$ cat src/rtl/execute_pkg.sv
// execute_pkg: shared constants and types for the RV32I execute stage.
//   - datapath widths, opcode / funct3 / funct7 encodings
//   - alu_op_t (ALU operation select), exec_state_t (stage FSM states)
//   - immediate extraction and funct3 -> ALU op helpers
package execute_pkg;

    localparam int unsigned XLEN      = 32;
    localparam int unsigned REG_IDX_W = 5;
    localparam int unsigned MUL_CNT_W = 5;

    localparam logic [6:0] OPC_OP     = 7'b0110011;
    localparam logic [6:0] OPC_OP_IMM = 7'b0010011;
    localparam logic [6:0] OPC_LUI    = 7'b0110111;
    localparam logic [6:0] OPC_AUIPC  = 7'b0010111;

    localparam logic [2:0] F3_ADD_SUB = 3'b000;
    localparam logic [2:0] F3_SLL     = 3'b001;
    localparam logic [2:0] F3_SLT     = 3'b010;
    localparam logic [2:0] F3_SLTU    = 3'b011;
    localparam logic [2:0] F3_XOR     = 3'b100;
    localparam logic [2:0] F3_SRL_SRA = 3'b101;
    localparam logic [2:0] F3_OR      = 3'b110;
    localparam logic [2:0] F3_AND     = 3'b111;

    localparam logic [6:0] F7_BASE    = 7'b0000000;
    localparam logic [6:0] F7_ALT     = 7'b0100000;
    localparam logic [6:0] F7_MULDIV  = 7'b0000001;

    typedef enum logic [3:0] {
        ALU_ADD,
        ALU_SUB,
        ALU_SLL,
        ALU_SLT,
        ALU_SLTU,
        ALU_XOR,
        ALU_SRL,
        ALU_SRA,
        ALU_OR,
        ALU_AND
    } alu_op_t;

    typedef enum logic [1:0] {
        IDLE,
        READ,
        MUL,
        OUT
    } exec_state_t;

    // Operation for funct7=0000000 encodings (shared by OP and OP-IMM).
    function automatic alu_op_t base_alu_op(input logic [2:0] funct3);
        alu_op_t op;
        case (funct3)
            F3_ADD_SUB: op = ALU_ADD;
            F3_SLL:     op = ALU_SLL;
            F3_SLT:     op = ALU_SLT;
            F3_SLTU:    op = ALU_SLTU;
            F3_XOR:     op = ALU_XOR;
            F3_SRL_SRA: op = ALU_SRL;
            F3_OR:      op = ALU_OR;
            default:    op = ALU_AND;
        endcase
        return op;
    endfunction

    // I-type immediate, sign-extended from instruction bit 31.
    function automatic logic [XLEN-1:0] imm_i(input logic [11:0] imm12);
        return {{(XLEN-12){imm12[11]}}, imm12};
    endfunction

    // U-type immediate, upper 20 bits with zero low bits.
    function automatic logic [XLEN-1:0] imm_u(input logic [19:0] imm20);
        return {imm20, 12'b0};
    endfunction

endpackage

$ cat src/rtl/execute_if.sv
// execute_if: handshake / register-file bundle around the execute stage.
//   decode side : IN_VALID, INSTR, PC, STALLED
//   control     : HALT, NEXT_STALLED
//   reg reads   : RCH1/2_IDX (out), RCH1/2_VAL, RCH1/2_RESP (in)
//   reg write   : WCH1_IDX, WCH1_VAL
//   downstream  : VALID, RESULT, RD, ILLEGAL
// slave is the execute stage itself, master is its environment.
interface execute_if;
    import execute_pkg::*;

    logic                 IN_VALID;
    logic [XLEN-1:0]      INSTR;
    logic [XLEN-1:0]      PC;
    logic                 HALT;
    logic                 STALLED;
    logic                 NEXT_STALLED;
    logic [REG_IDX_W-1:0] RCH1_IDX;
    logic [REG_IDX_W-1:0] RCH2_IDX;
    logic [XLEN-1:0]      RCH1_VAL;
    logic [XLEN-1:0]      RCH2_VAL;
    logic                 RCH1_RESP;
    logic                 RCH2_RESP;
    logic [REG_IDX_W-1:0] WCH1_IDX;
    logic [XLEN-1:0]      WCH1_VAL;
    logic                 VALID;
    logic [XLEN-1:0]      RESULT;
    logic [REG_IDX_W-1:0] RD;
    logic                 ILLEGAL;

    modport slave (
        input  IN_VALID, INSTR, PC, HALT, NEXT_STALLED,
               RCH1_VAL, RCH2_VAL, RCH1_RESP, RCH2_RESP,
        output STALLED, RCH1_IDX, RCH2_IDX, WCH1_IDX, WCH1_VAL,
               VALID, RESULT, RD, ILLEGAL
    );

    modport master (
        output IN_VALID, INSTR, PC, HALT, NEXT_STALLED,
               RCH1_VAL, RCH2_VAL, RCH1_RESP, RCH2_RESP,
        input  STALLED, RCH1_IDX, RCH2_IDX, WCH1_IDX, WCH1_VAL,
               VALID, RESULT, RD, ILLEGAL
    );

endinterface

$ cat src/rtl/execute_alu.sv
// execute_alu: combinational RV32I integer ALU.
//   op_i : operation select
//   a_i  : operand A
//   b_i  : operand B (shift amount taken from b_i[4:0])
//   y_o  : result, wrapping modulo 2^XLEN
module execute_alu
    import execute_pkg::*;
(
    input  alu_op_t         op_i,
    input  logic [XLEN-1:0] a_i,
    input  logic [XLEN-1:0] b_i,
    output logic [XLEN-1:0] y_o
);

    logic [4:0] shamt;

    assign shamt = b_i[4:0];

    always_comb begin
        y_o = '0;
        case (op_i)
            ALU_ADD:  y_o = a_i + b_i;
            ALU_SUB:  y_o = a_i - b_i;
            ALU_SLL:  y_o = a_i << shamt;
            ALU_SLT:  y_o = XLEN'($signed(a_i) < $signed(b_i));
            ALU_SLTU: y_o = XLEN'(a_i < b_i);
            ALU_XOR:  y_o = a_i ^ b_i;
            ALU_SRL:  y_o = a_i >> shamt;
            ALU_SRA:  y_o = XLEN'($signed(a_i) >>> shamt);
            ALU_OR:   y_o = a_i | b_i;
            ALU_AND:  y_o = a_i & b_i;
            default:  y_o = '0;
        endcase
    end

endmodule

$ cat src/rtl/execute.sv
// execute: execute stage of the in-order RV32I pipeline.
//   CLK, RST : clock, synchronous active-high reset
//   bus      : execute_if.slave (decode input, reg-file read/write channels,
//              downstream VALID/RESULT/RD/ILLEGAL handshake)
// Optional multiplier enabled by defining EXECUTE_MUL_EN (MUL: 32-cycle
// shift-add); without it every funct7=0000001 OP encoding is illegal.
module execute
    import execute_pkg::*;
(
    input  logic     CLK,
    input  logic     RST,
    execute_if.slave bus
);

    exec_state_t          state_q, state_d;
    logic [XLEN-1:0]      instr_q, instr_d;
    logic [XLEN-1:0]      pc_q, pc_d;
    logic [XLEN-1:0]      result_q, result_d;
    logic [REG_IDX_W-1:0] rd_q, rd_d;
    logic                 valid_q, valid_d;
    logic                 illegal_q, illegal_d;
`ifdef EXECUTE_MUL_EN
    logic [XLEN-1:0]      mul_a_q, mul_a_d;
    logic [XLEN-1:0]      mul_b_q, mul_b_d;
    logic [XLEN-1:0]      mul_acc_q, mul_acc_d;
    logic [MUL_CNT_W-1:0] mul_cnt_q, mul_cnt_d;
    localparam logic [MUL_CNT_W-1:0] MUL_LAST = MUL_CNT_W'(XLEN - 1);
`endif

    logic [6:0]      opcode;
    logic [2:0]      funct3;
    logic [6:0]      funct7;
    logic            need_rs1;
    logic            need_rs2;
    logic            dec_illegal;
    logic            dec_mul;
    alu_op_t         alu_op;
    logic [XLEN-1:0] alu_a;
    logic [XLEN-1:0] alu_b;
    logic [XLEN-1:0] alu_y;

    logic stalled_c;
    logic out_fire_c;
    logic accept_c;
    logic read_done_c;

    assign opcode = instr_q[6:0];
    assign funct3 = instr_q[14:12];
    assign funct7 = instr_q[31:25];

    // Decode of the held instruction: operand needs, ALU op/operands, legality.
    always_comb begin
        need_rs1    = 1'b0;
        need_rs2    = 1'b0;
        dec_illegal = 1'b0;
        dec_mul     = 1'b0;
        alu_op      = ALU_ADD;
        alu_a       = bus.RCH1_VAL;
        alu_b       = bus.RCH2_VAL;
        case (opcode)
            OPC_OP: begin
                need_rs1 = 1'b1;
                need_rs2 = 1'b1;
                case (funct7)
                    F7_BASE: alu_op = base_alu_op(funct3);
                    F7_ALT: begin
                        if (funct3 == F3_ADD_SUB)      alu_op = ALU_SUB;
                        else if (funct3 == F3_SRL_SRA) alu_op = ALU_SRA;
                        else                           dec_illegal = 1'b1;
                    end
`ifdef EXECUTE_MUL_EN
                    F7_MULDIV: begin
                        if (funct3 == F3_ADD_SUB) dec_mul = 1'b1;
                        else                      dec_illegal = 1'b1;
                    end
`endif
                    default: dec_illegal = 1'b1;
                endcase
            end
            OPC_OP_IMM: begin
                need_rs1 = 1'b1;
                alu_b    = imm_i(instr_q[31:20]);
                alu_op   = base_alu_op(funct3);
                // Shift-immediates reuse imm[11:5] as funct7.
                if (funct3 == F3_SLL && funct7 != F7_BASE) begin
                    dec_illegal = 1'b1;
                end
                if (funct3 == F3_SRL_SRA) begin
                    if (funct7 == F7_ALT)       alu_op = ALU_SRA;
                    else if (funct7 != F7_BASE) dec_illegal = 1'b1;
                end
            end
            OPC_LUI: begin
                alu_a = '0;
                alu_b = imm_u(instr_q[31:12]);
            end
            OPC_AUIPC: begin
                alu_a = pc_q;
                alu_b = imm_u(instr_q[31:12]);
            end
            default: dec_illegal = 1'b1;
        endcase
    end

    execute_alu u_alu (
        .op_i (alu_op),
        .a_i  (alu_a),
        .b_i  (alu_b),
        .y_o  (alu_y)
    );

    // Handshake terms; accept implies IDLE, or OUT in a releasing cycle.
    assign stalled_c   = RST | bus.HALT | (state_q == READ) | (state_q == MUL)
                       | ((state_q == OUT) & bus.NEXT_STALLED);
    assign out_fire_c  = valid_q & ~bus.NEXT_STALLED & ~bus.HALT & ~RST;
    assign accept_c    = bus.IN_VALID & ~stalled_c;
    assign read_done_c = (~need_rs1 | bus.RCH1_RESP) & (~need_rs2 | bus.RCH2_RESP);

    // Next-state and register updates; HALT freezes everything.
    always_comb begin
        state_d   = state_q;
        instr_d   = instr_q;
        pc_d      = pc_q;
        result_d  = result_q;
        rd_d      = rd_q;
        valid_d   = valid_q;
        illegal_d = illegal_q;
`ifdef EXECUTE_MUL_EN
        mul_a_d   = mul_a_q;
        mul_b_d   = mul_b_q;
        mul_acc_d = mul_acc_q;
        mul_cnt_d = mul_cnt_q;
`endif
        if (!bus.HALT) begin
            case (state_q)
                IDLE: ;
                READ: begin
                    if (read_done_c) begin
`ifdef EXECUTE_MUL_EN
                        if (dec_mul) begin
                            state_d   = MUL;
                            mul_a_d   = bus.RCH1_VAL;
                            mul_b_d   = bus.RCH2_VAL;
                            mul_acc_d = '0;
                            mul_cnt_d = '0;
                        end else
`endif
                        begin
                            state_d   = OUT;
                            valid_d   = 1'b1;
                            illegal_d = dec_illegal;
                            result_d  = dec_illegal ? '0 : alu_y;
                            rd_d      = dec_illegal ? '0 : instr_q[11:7];
                        end
                    end
                end
`ifdef EXECUTE_MUL_EN
                MUL: begin
                    // One partial product per cycle; LSB of B selects A.
                    mul_acc_d = mul_acc_q + (mul_b_q[0] ? mul_a_q : '0);
                    mul_a_d   = mul_a_q << 1;
                    mul_b_d   = mul_b_q >> 1;
                    mul_cnt_d = mul_cnt_q + MUL_CNT_W'(1);
                    if (mul_cnt_q == MUL_LAST) begin
                        state_d   = OUT;
                        valid_d   = 1'b1;
                        illegal_d = 1'b0;
                        result_d  = mul_acc_d;
                        rd_d      = instr_q[11:7];
                    end
                end
`endif
                OUT: begin
                    if (out_fire_c) begin
                        state_d = IDLE;
                        valid_d = 1'b0;
                    end
                end
                default: state_d = IDLE;
            endcase
            if (accept_c) begin
                state_d = READ;
                instr_d = bus.INSTR;
                pc_d    = bus.PC;
                valid_d = 1'b0;
            end
        end
    end

    // State register.
    always_ff @(posedge CLK) begin
        if (RST) begin
            state_q   <= IDLE;
            instr_q   <= '0;
            pc_q      <= '0;
            result_q  <= '0;
            rd_q      <= '0;
            valid_q   <= 1'b0;
            illegal_q <= 1'b0;
`ifdef EXECUTE_MUL_EN
            mul_a_q   <= '0;
            mul_b_q   <= '0;
            mul_acc_q <= '0;
            mul_cnt_q <= '0;
`endif
        end else begin
            state_q   <= state_d;
            instr_q   <= instr_d;
            pc_q      <= pc_d;
            result_q  <= result_d;
            rd_q      <= rd_d;
            valid_q   <= valid_d;
            illegal_q <= illegal_d;
`ifdef EXECUTE_MUL_EN
            mul_a_q   <= mul_a_d;
            mul_b_q   <= mul_b_d;
            mul_acc_q <= mul_acc_d;
            mul_cnt_q <= mul_cnt_d;
`endif
        end
    end

    // Read indices come straight from the latched instruction.
    assign bus.RCH1_IDX = instr_q[19:15];
    assign bus.RCH2_IDX = instr_q[24:20];

    // Writeback pulses only in the cycle the result is handed downstream.
    assign bus.WCH1_IDX = out_fire_c ? rd_q : '0;
    assign bus.WCH1_VAL = out_fire_c ? result_q : '0;

    assign bus.STALLED  = stalled_c;
    assign bus.VALID    = valid_q;
    assign bus.RESULT   = result_q;
    assign bus.RD       = rd_q;
    assign bus.ILLEGAL  = illegal_q;

endmodule

$ cat src/flat_wrapper.sv
// flat-port wrapper written by rule: the top's interface ports become plain ports
module execute_flat import execute_pkg::*;
  (CLK, RST, bus_IN_VALID, bus_INSTR, bus_PC, bus_HALT, bus_NEXT_STALLED, bus_RCH1_VAL, bus_RCH2_VAL, bus_RCH1_RESP, bus_RCH2_RESP, bus_STALLED, bus_RCH1_IDX, bus_RCH2_IDX, bus_WCH1_IDX, bus_WCH1_VAL, bus_VALID, bus_RESULT, bus_RD, bus_ILLEGAL);
  execute_if bus_i ();
  input  logic CLK;
  input  logic RST;
  input wire logic [$bits(bus_i.IN_VALID)-1:0] bus_IN_VALID;
  input wire logic [$bits(bus_i.INSTR)-1:0] bus_INSTR;
  input wire logic [$bits(bus_i.PC)-1:0] bus_PC;
  input wire logic [$bits(bus_i.HALT)-1:0] bus_HALT;
  input wire logic [$bits(bus_i.NEXT_STALLED)-1:0] bus_NEXT_STALLED;
  input wire logic [$bits(bus_i.RCH1_VAL)-1:0] bus_RCH1_VAL;
  input wire logic [$bits(bus_i.RCH2_VAL)-1:0] bus_RCH2_VAL;
  input wire logic [$bits(bus_i.RCH1_RESP)-1:0] bus_RCH1_RESP;
  input wire logic [$bits(bus_i.RCH2_RESP)-1:0] bus_RCH2_RESP;
  output wire logic [$bits(bus_i.STALLED)-1:0] bus_STALLED;
  output wire logic [$bits(bus_i.RCH1_IDX)-1:0] bus_RCH1_IDX;
  output wire logic [$bits(bus_i.RCH2_IDX)-1:0] bus_RCH2_IDX;
  output wire logic [$bits(bus_i.WCH1_IDX)-1:0] bus_WCH1_IDX;
  output wire logic [$bits(bus_i.WCH1_VAL)-1:0] bus_WCH1_VAL;
  output wire logic [$bits(bus_i.VALID)-1:0] bus_VALID;
  output wire logic [$bits(bus_i.RESULT)-1:0] bus_RESULT;
  output wire logic [$bits(bus_i.RD)-1:0] bus_RD;
  output wire logic [$bits(bus_i.ILLEGAL)-1:0] bus_ILLEGAL;
  assign bus_i.IN_VALID = bus_IN_VALID;
  assign bus_i.INSTR = bus_INSTR;
  assign bus_i.PC = bus_PC;
  assign bus_i.HALT = bus_HALT;
  assign bus_i.NEXT_STALLED = bus_NEXT_STALLED;
  assign bus_i.RCH1_VAL = bus_RCH1_VAL;
  assign bus_i.RCH2_VAL = bus_RCH2_VAL;
  assign bus_i.RCH1_RESP = bus_RCH1_RESP;
  assign bus_i.RCH2_RESP = bus_RCH2_RESP;
  assign bus_STALLED = bus_i.STALLED;
  assign bus_RCH1_IDX = bus_i.RCH1_IDX;
  assign bus_RCH2_IDX = bus_i.RCH2_IDX;
  assign bus_WCH1_IDX = bus_i.WCH1_IDX;
  assign bus_WCH1_VAL = bus_i.WCH1_VAL;
  assign bus_VALID = bus_i.VALID;
  assign bus_RESULT = bus_i.RESULT;
  assign bus_RD = bus_i.RD;
  assign bus_ILLEGAL = bus_i.ILLEGAL;
  execute u_core (.CLK(CLK), .RST(RST), .bus(bus_i));
endmodule
$ cat config.mk
export PLATFORM = sky130hd
export DESIGN_NAME = execute_flat
export DESIGN_NICKNAME = d
export VERILOG_FILES = /design/src/rtl/execute_pkg.sv /design/src/rtl/execute_if.sv /design/src/rtl/execute_alu.sv /design/src/rtl/execute.sv /design/src/flat_wrapper.sv
export SDC_FILE = /design/constraint.sdc
export NUM_CORES = 1
export LEC_CHECK = 0
export BUFFER_PORTS_ARGS = -buffer_cell sky130_fd_sc_hd__buf_2
export CORE_ASPECT_RATIO = 0.7
export CORE_MARGIN = 5
export CORE_UTILIZATION = 35
export DETAILED_ROUTE_END_ITERATION = 10
export PLACE_DENSITY = 0.49
export SETUP_SLACK_MARGIN = 0.02
export SYNTH_ARGS = -nofsm -noshare
export SYNTH_HDL_FRONTEND = slang
export SYNTH_SLANG_ARGS = --single-unit
$ cat constraint.sdc
create_clock -name CLK -period 5.5 [get_ports CLK]
set_input_delay 0.825 -clock CLK [delete_from_list [all_inputs] [get_ports CLK]]
set_output_delay 0.825 -clock CLK [all_outputs]
set_load 0.02 [all_outputs]
---- Word level (Yosys, flattened, before mapping) ----
Cells that the tools add are included.
operators by class
  add/sub/neg operators ................... 2
  magnitude comparators ................... 2
  equality and inequality tests ........... 26
  shift-type cells ........................ 3
  mux-type cells .......................... 32
  bitwise logic cells ..................... 21
  reduce and logical (&&, ||, !) cells .... 13
operators by type and width
  kind                  count
  $pmux W32 S10         1
  $pmux W32 S2          2
  $lt A32 B32 Y1        2
  $mux W32              2
  $add A32 B32 Y32      1
  $and A32 B32 Y32      1
  $or A32 B32 Y32       1
  $shl A32 B5 Y32       1
  $shr A32 B5 Y32       1
  $sshr A32 B5 Y32      1
  $sub A32 B32 Y32      1
  $xor A32 B32 Y32      1
  $pmux W4 S7           1
  $eq A7 B6 Y1 const B  3
  $eq A4 B3 Y1 const B  4
  $pmux W4 S2           2
  $eq A7 B5 Y1 const B  2
  $mux W4               3
  $mux W1               11
  $mux W5               2
  $eq A3 B3 Y1 const B  3
  $eq A4 B2 Y1 const B  2
  $eq A4 B4 Y1 const B  2
  $reduce_and A4 Y1     2
  other kinds (25)      47
word-level totals
  register bits ........................... 105
  output and inout port bits .............. 87
  logic and storage cells ................. 106

---- Logic depth before layout (Yosys ltp) ----
  depth after elaboration ................. 9
  gate-level depth with buffers ........... 20
  gate-level depth less buffers ........... 16

---- By module ----
A second synthesis with hierarchy kept.
unflattened totals
  cells, all modules ...................... 1941
  area, all modules ....................... 13325.3 sq um
by module, submodules not included
  module       times used  cells each  area an instance (sq um)
  execute_alu  1           1287        8064.0
  execute      1           654         5261.3

---- Worst setup path before layout ----
No wires, ideal clock.
  path type ............................... register to register
  start ................................... register u_core.instr_q[3]
  end ..................................... register u_core.result_q[20] (netlist: u_core.bus.RESULT[20])
  library setup time ...................... 140 ps
  data arrival time ....................... 4746 ps
  setup slack ............................. 613 ps
  cell stages (with the launch flop) ...... 19
  period minus slack after synthesis ...... 4887 ps
  path through ............................ dfxtp_1 > or2_1 > buf_2 > o31ai_1 > o41a_1 > clkbuf_1 > clkbuf_1 > clkbuf_1 > ha_1 > clkbuf_1 > or3b_2 > o2111ai_1 > a211oi_1 > or3_1 > nand3_1 > a221oi_1 > xnor2_1 > a2111oi_0 > a311oi_1
on the way
  cells in the longest elaborated chain, start to end .. 7
  elaborated cells between the ends (all ways) .. 38
  classes of those cells .................. add/sub (2); eq/ne (13); shift (3); mux (8); bitwise (8); reduce/logical (4)
ends and longest elaborated chain
  item                                                                      line            text
  from (decl)                                                               execute.sv:16   logic [XLEN-1:0] instr_q, instr_d;
  from (signal assigned)                                                    execute.sv:208  instr_q <= instr_d;
  parallel branches: the longest is 7 deep, another holds $sub A32 B32 Y32  --
  to (signal assigned)                                                      execute.sv:210  result_q <= result_d;
  to (decl)                                                                 execute.sv:18   logic [XLEN-1:0] result_q, result_d;
Several ways; the timed one is not identified.
A chain may end at the register's enable or synchronous reset.

---- Worst setup path after layout ----
  start ................................... register u_core.instr_q[4]
  end ..................................... register u_core.result_q[25] (netlist: u_core.bus.RESULT[25])
The elaborated chain is that of the path after synthesis.

==> impl_metrics.ini <==
[placed_design]
port_buffers = 221
post_dp_cell_area_mm2 = 0.0167
placed_cells = 2889
place.gp.congestion = 1.08
dp_hpwl_um = 73900

[outcome]
violations = max-capacitance violations, max-slew violations
status = finished with violations

[die]
die_y_um = 183
pin_count = 222
die_x_um = 256
start_util_pct = 35.3
core_area_mm2 = 0.0422
rows = 63
die-area_mm2 = 0.0468

[logic_synthesis]
synth_cells = 2190
synth_area_mm2 = 0.0149
synth_top_cell_by_area = dfxtp_1
synth_ff_type = dfxtp_1
async_reset_ff_share_pct = 0
ys_seq_area_share_pct = 14.1
yosysWarnings = 0
yosys-top-cells-count = nand2_1, a21oi_1, nor2_1, clkbuf_1, o21ai_0
ys_ff_latch = 105
synth_nets = 2432
synth_edf_count = 0
synth.avg_cell_area_um2 = 6.80
yosysTopAreaCellShare_pct = 14.1
synth_area_leaders = dfxtp_1, ha_1, a21oi_1
yosys.cell_count.top_type = nand2_1
ys_types = 97

[pwr]
power.total_mw = 2.80
leakagePower_nw = 7.15
ir_drop_v = 0.000154
powerDensity_mw_per_mm2 = 164

[job]
drv_cap = 1

[clock_network]
htreeDepth = 3
clock_path_buffers = 2
cts_made_buffers = 9
cts.clk_slew.worst_paths_ps = 100
cts_tree = built
clock_latency_ps = 420
postCtsSetupBuffers = 0
clock-sinks = 105
cts-root-buf = clkbuf_16

[critical_path]
regToRegStartpoint = u_core.instr_q[4]$_SDFFE_PP0P_
startpoint = u_core.instr_q[4]$_SDFFE_PP0P_
worstSetupEndpointType = flip-flop
worstPathArrival_ps = 5700
reg2regPathDepth = 12
r2r_setup_slack_ps = 80
start_kind = flip-flop
crit_fanout = 49
critical_path_class = reg -> reg
critPathRequiredTime_ps = 5790
r2r-end = u_core.bus.RESULT[25]$_SDFFE_PP0P_

[sta]
final_max_slew_viol_count = 1
hold_viol_final = 0
rsz0062_at_grt = false
setup_violations = 0
period_share_pct = 98.5
fmax_mhz = 185
tns_ps = 0
maxSlewHeadroom_pct = -1.51
min_period_ps = 5420
holdWs_ps = 457
worstMarginPinSlew_ps = 1480
fin_skew_ps = 22.8

[hold_path]
hp-class = reg -> reg
min_to = u_core.instr_q[10]$_SDFFE_PP0P_
min_from = u_core.instr_q[10]$_SDFFE_PP0P_
min_path_cells = 2

[global_routing]
antenna_found_initial = 4
grt_usage_pct = 38.4
first_global_vias = 17841
grt_overflow = 0
grt_max_degree = 67
grt_pass1_wl_um = 133000

[cells_and_area]
syn_to_final_growth_pct = 14.6
finalNetCount = 2590
regArea_mm2 = 0.00210
nFillCells = 4564
fin_cells = 2906
drive_above_1_share_pct = 18.0
multi_input_area_mm2 = 0.0116
final_cell_area_mm2 = 0.0171

[routing]
num_vias = 19333
routed_wl_um = 94600
drt_iter0_drc = 2790
drtAntennaViolNets = 0
vias_per_cell = 6.65
wl_per_cell_um = 32.5
drc = 0
drtPass1Iterations = 8
[layout by cell type (no fill, tap or decap), types with 12 or more instances in the layout]
cell type / instances
nand2_1: 293
a21oi_1: 237
buf_2: 220
nor2_1: 168
o21ai_0: 116
buf_4: 115
mux2i_1: 107
ha_1: 105
dfxtp_1: 105
inv_1: 100
o211ai_1: 62
and2_1: 53
nand3_1: 52
nor3_1: 46
o22ai_1: 31
o221ai_1: 30
a211oi_1: 29
o31ai_1: 26
o21ai_1: 23
a22oi_1: 22
a31oi_1: 20
nand4_1: 19
a311oi_1: 19
nor4_1: 18
a31o_2: 17
a21o_1: 17
or3_1: 16
nor2b_1: 15
nand2b_1: 13
xnor2_1: 13
a21boi_0: 12
[power by group]
part / internal [mW] / switching [mW]
clock: 0.320 / 0.396
combinational: 0.409 / 0.880
sequential: 0.776 / 0.0204
[stage by stage]
step / worst slack [ps] / utilization, %
final: 83.6 / 40.4
after global routing: 20.7 / 40.4
after CTS: 221 / 40.4
after detailed placement: 249 / 39.7
after global placement: 291 / 39.7
after floorplan: 613 / -
[logic make-up after synthesis]
family,after synthesis,share of synthesized area [%]
xor+xnor,14,0.824
buf+inv,295,8.53
compound gates,808,36.0
fa+ha+maj,107,9.10
flops,105,14.1
mux,116,7.97
simple gates,745,23.4
[flip-flops by register name (all words and copies together), names as in the netlist]
register	flops
u_core.bus.ILLEGAL	1
u_core.bus.RD	5
u_core.bus.RESULT	32
u_core.bus.VALID	1
u_core.instr_q	32
u_core.pc_q	32
u_core.state_q	2
[routing by layer]
metal | up-vias | wire, um | GRT usage, %
met5 | - | 13 | 0
met4 | 2 | 3950 | 14.1
met3 | 183 | 13100 | 14.9
met2 | 1349 | 37400 | 53.8
met1 | 9392 | 40200 | 53.3
li1 | 8407 | - | -
[critical path: stages, from the launching register on]
cell,delay (ps)
dfxtp_1,370
nand3_1,250
buf_4,330
o31a_1,420
nor2_4,150
buf_4,620
mux2i_1,370
mux2i_1,160
mux2i_1,540
o22ai_1,390
a2111oi_0,1340
buf_4,260
o211ai_1,80
[layout make-up]
| cell class | count | area share [%] |
|---|---|---|
| Tap cell | 552 | 4.05 |
| Inverter | 106 | 2.37 |
| Clock buffer | 10 | 1.34 |
| Multi-Input combinational cell | 1790 | 67.9 |
| Timing Repair Buffer | 336 | 11.6 |
| Sequential cell | 105 | 12.3 |
| Clock inverter | 6 | 0.360 |
| Antenna cell | 1 | 0.0147 |
[worst max path at each step]
stage / to / slack, ps / depth (start not counted)
5_1_grt: u_core.bus.RESULT[28]$_SDFFE_PP0P_ / 20 / 15
4_1_cts: u_core.bus.RESULT[28]$_SDFFE_PP0P_ / 220 / 15
3_5_place_dp: u_core.bus.RESULT[24]$_SDFFE_PP0P_ / 250 / 14
6_report: u_core.bus.RESULT[25]$_SDFFE_PP0P_ / 80 / 12
3_3_place_gp: u_core.bus.RESULT[28]$_SDFFE_PP0P_ / 290 / 15
2_1_floorplan: u_core.bus.RESULT[20]$_SDFFE_PP0P_ / 610 / 18
[what timing repair did]
| action | in CTS | in global routing |
|---|---|---|
| resized for setup | 0 | 3 |
| setup endpoints to repair | 0 | 6 |
| hold buffers | 0 | 0 |
Power figures use the tool's default switching activity.
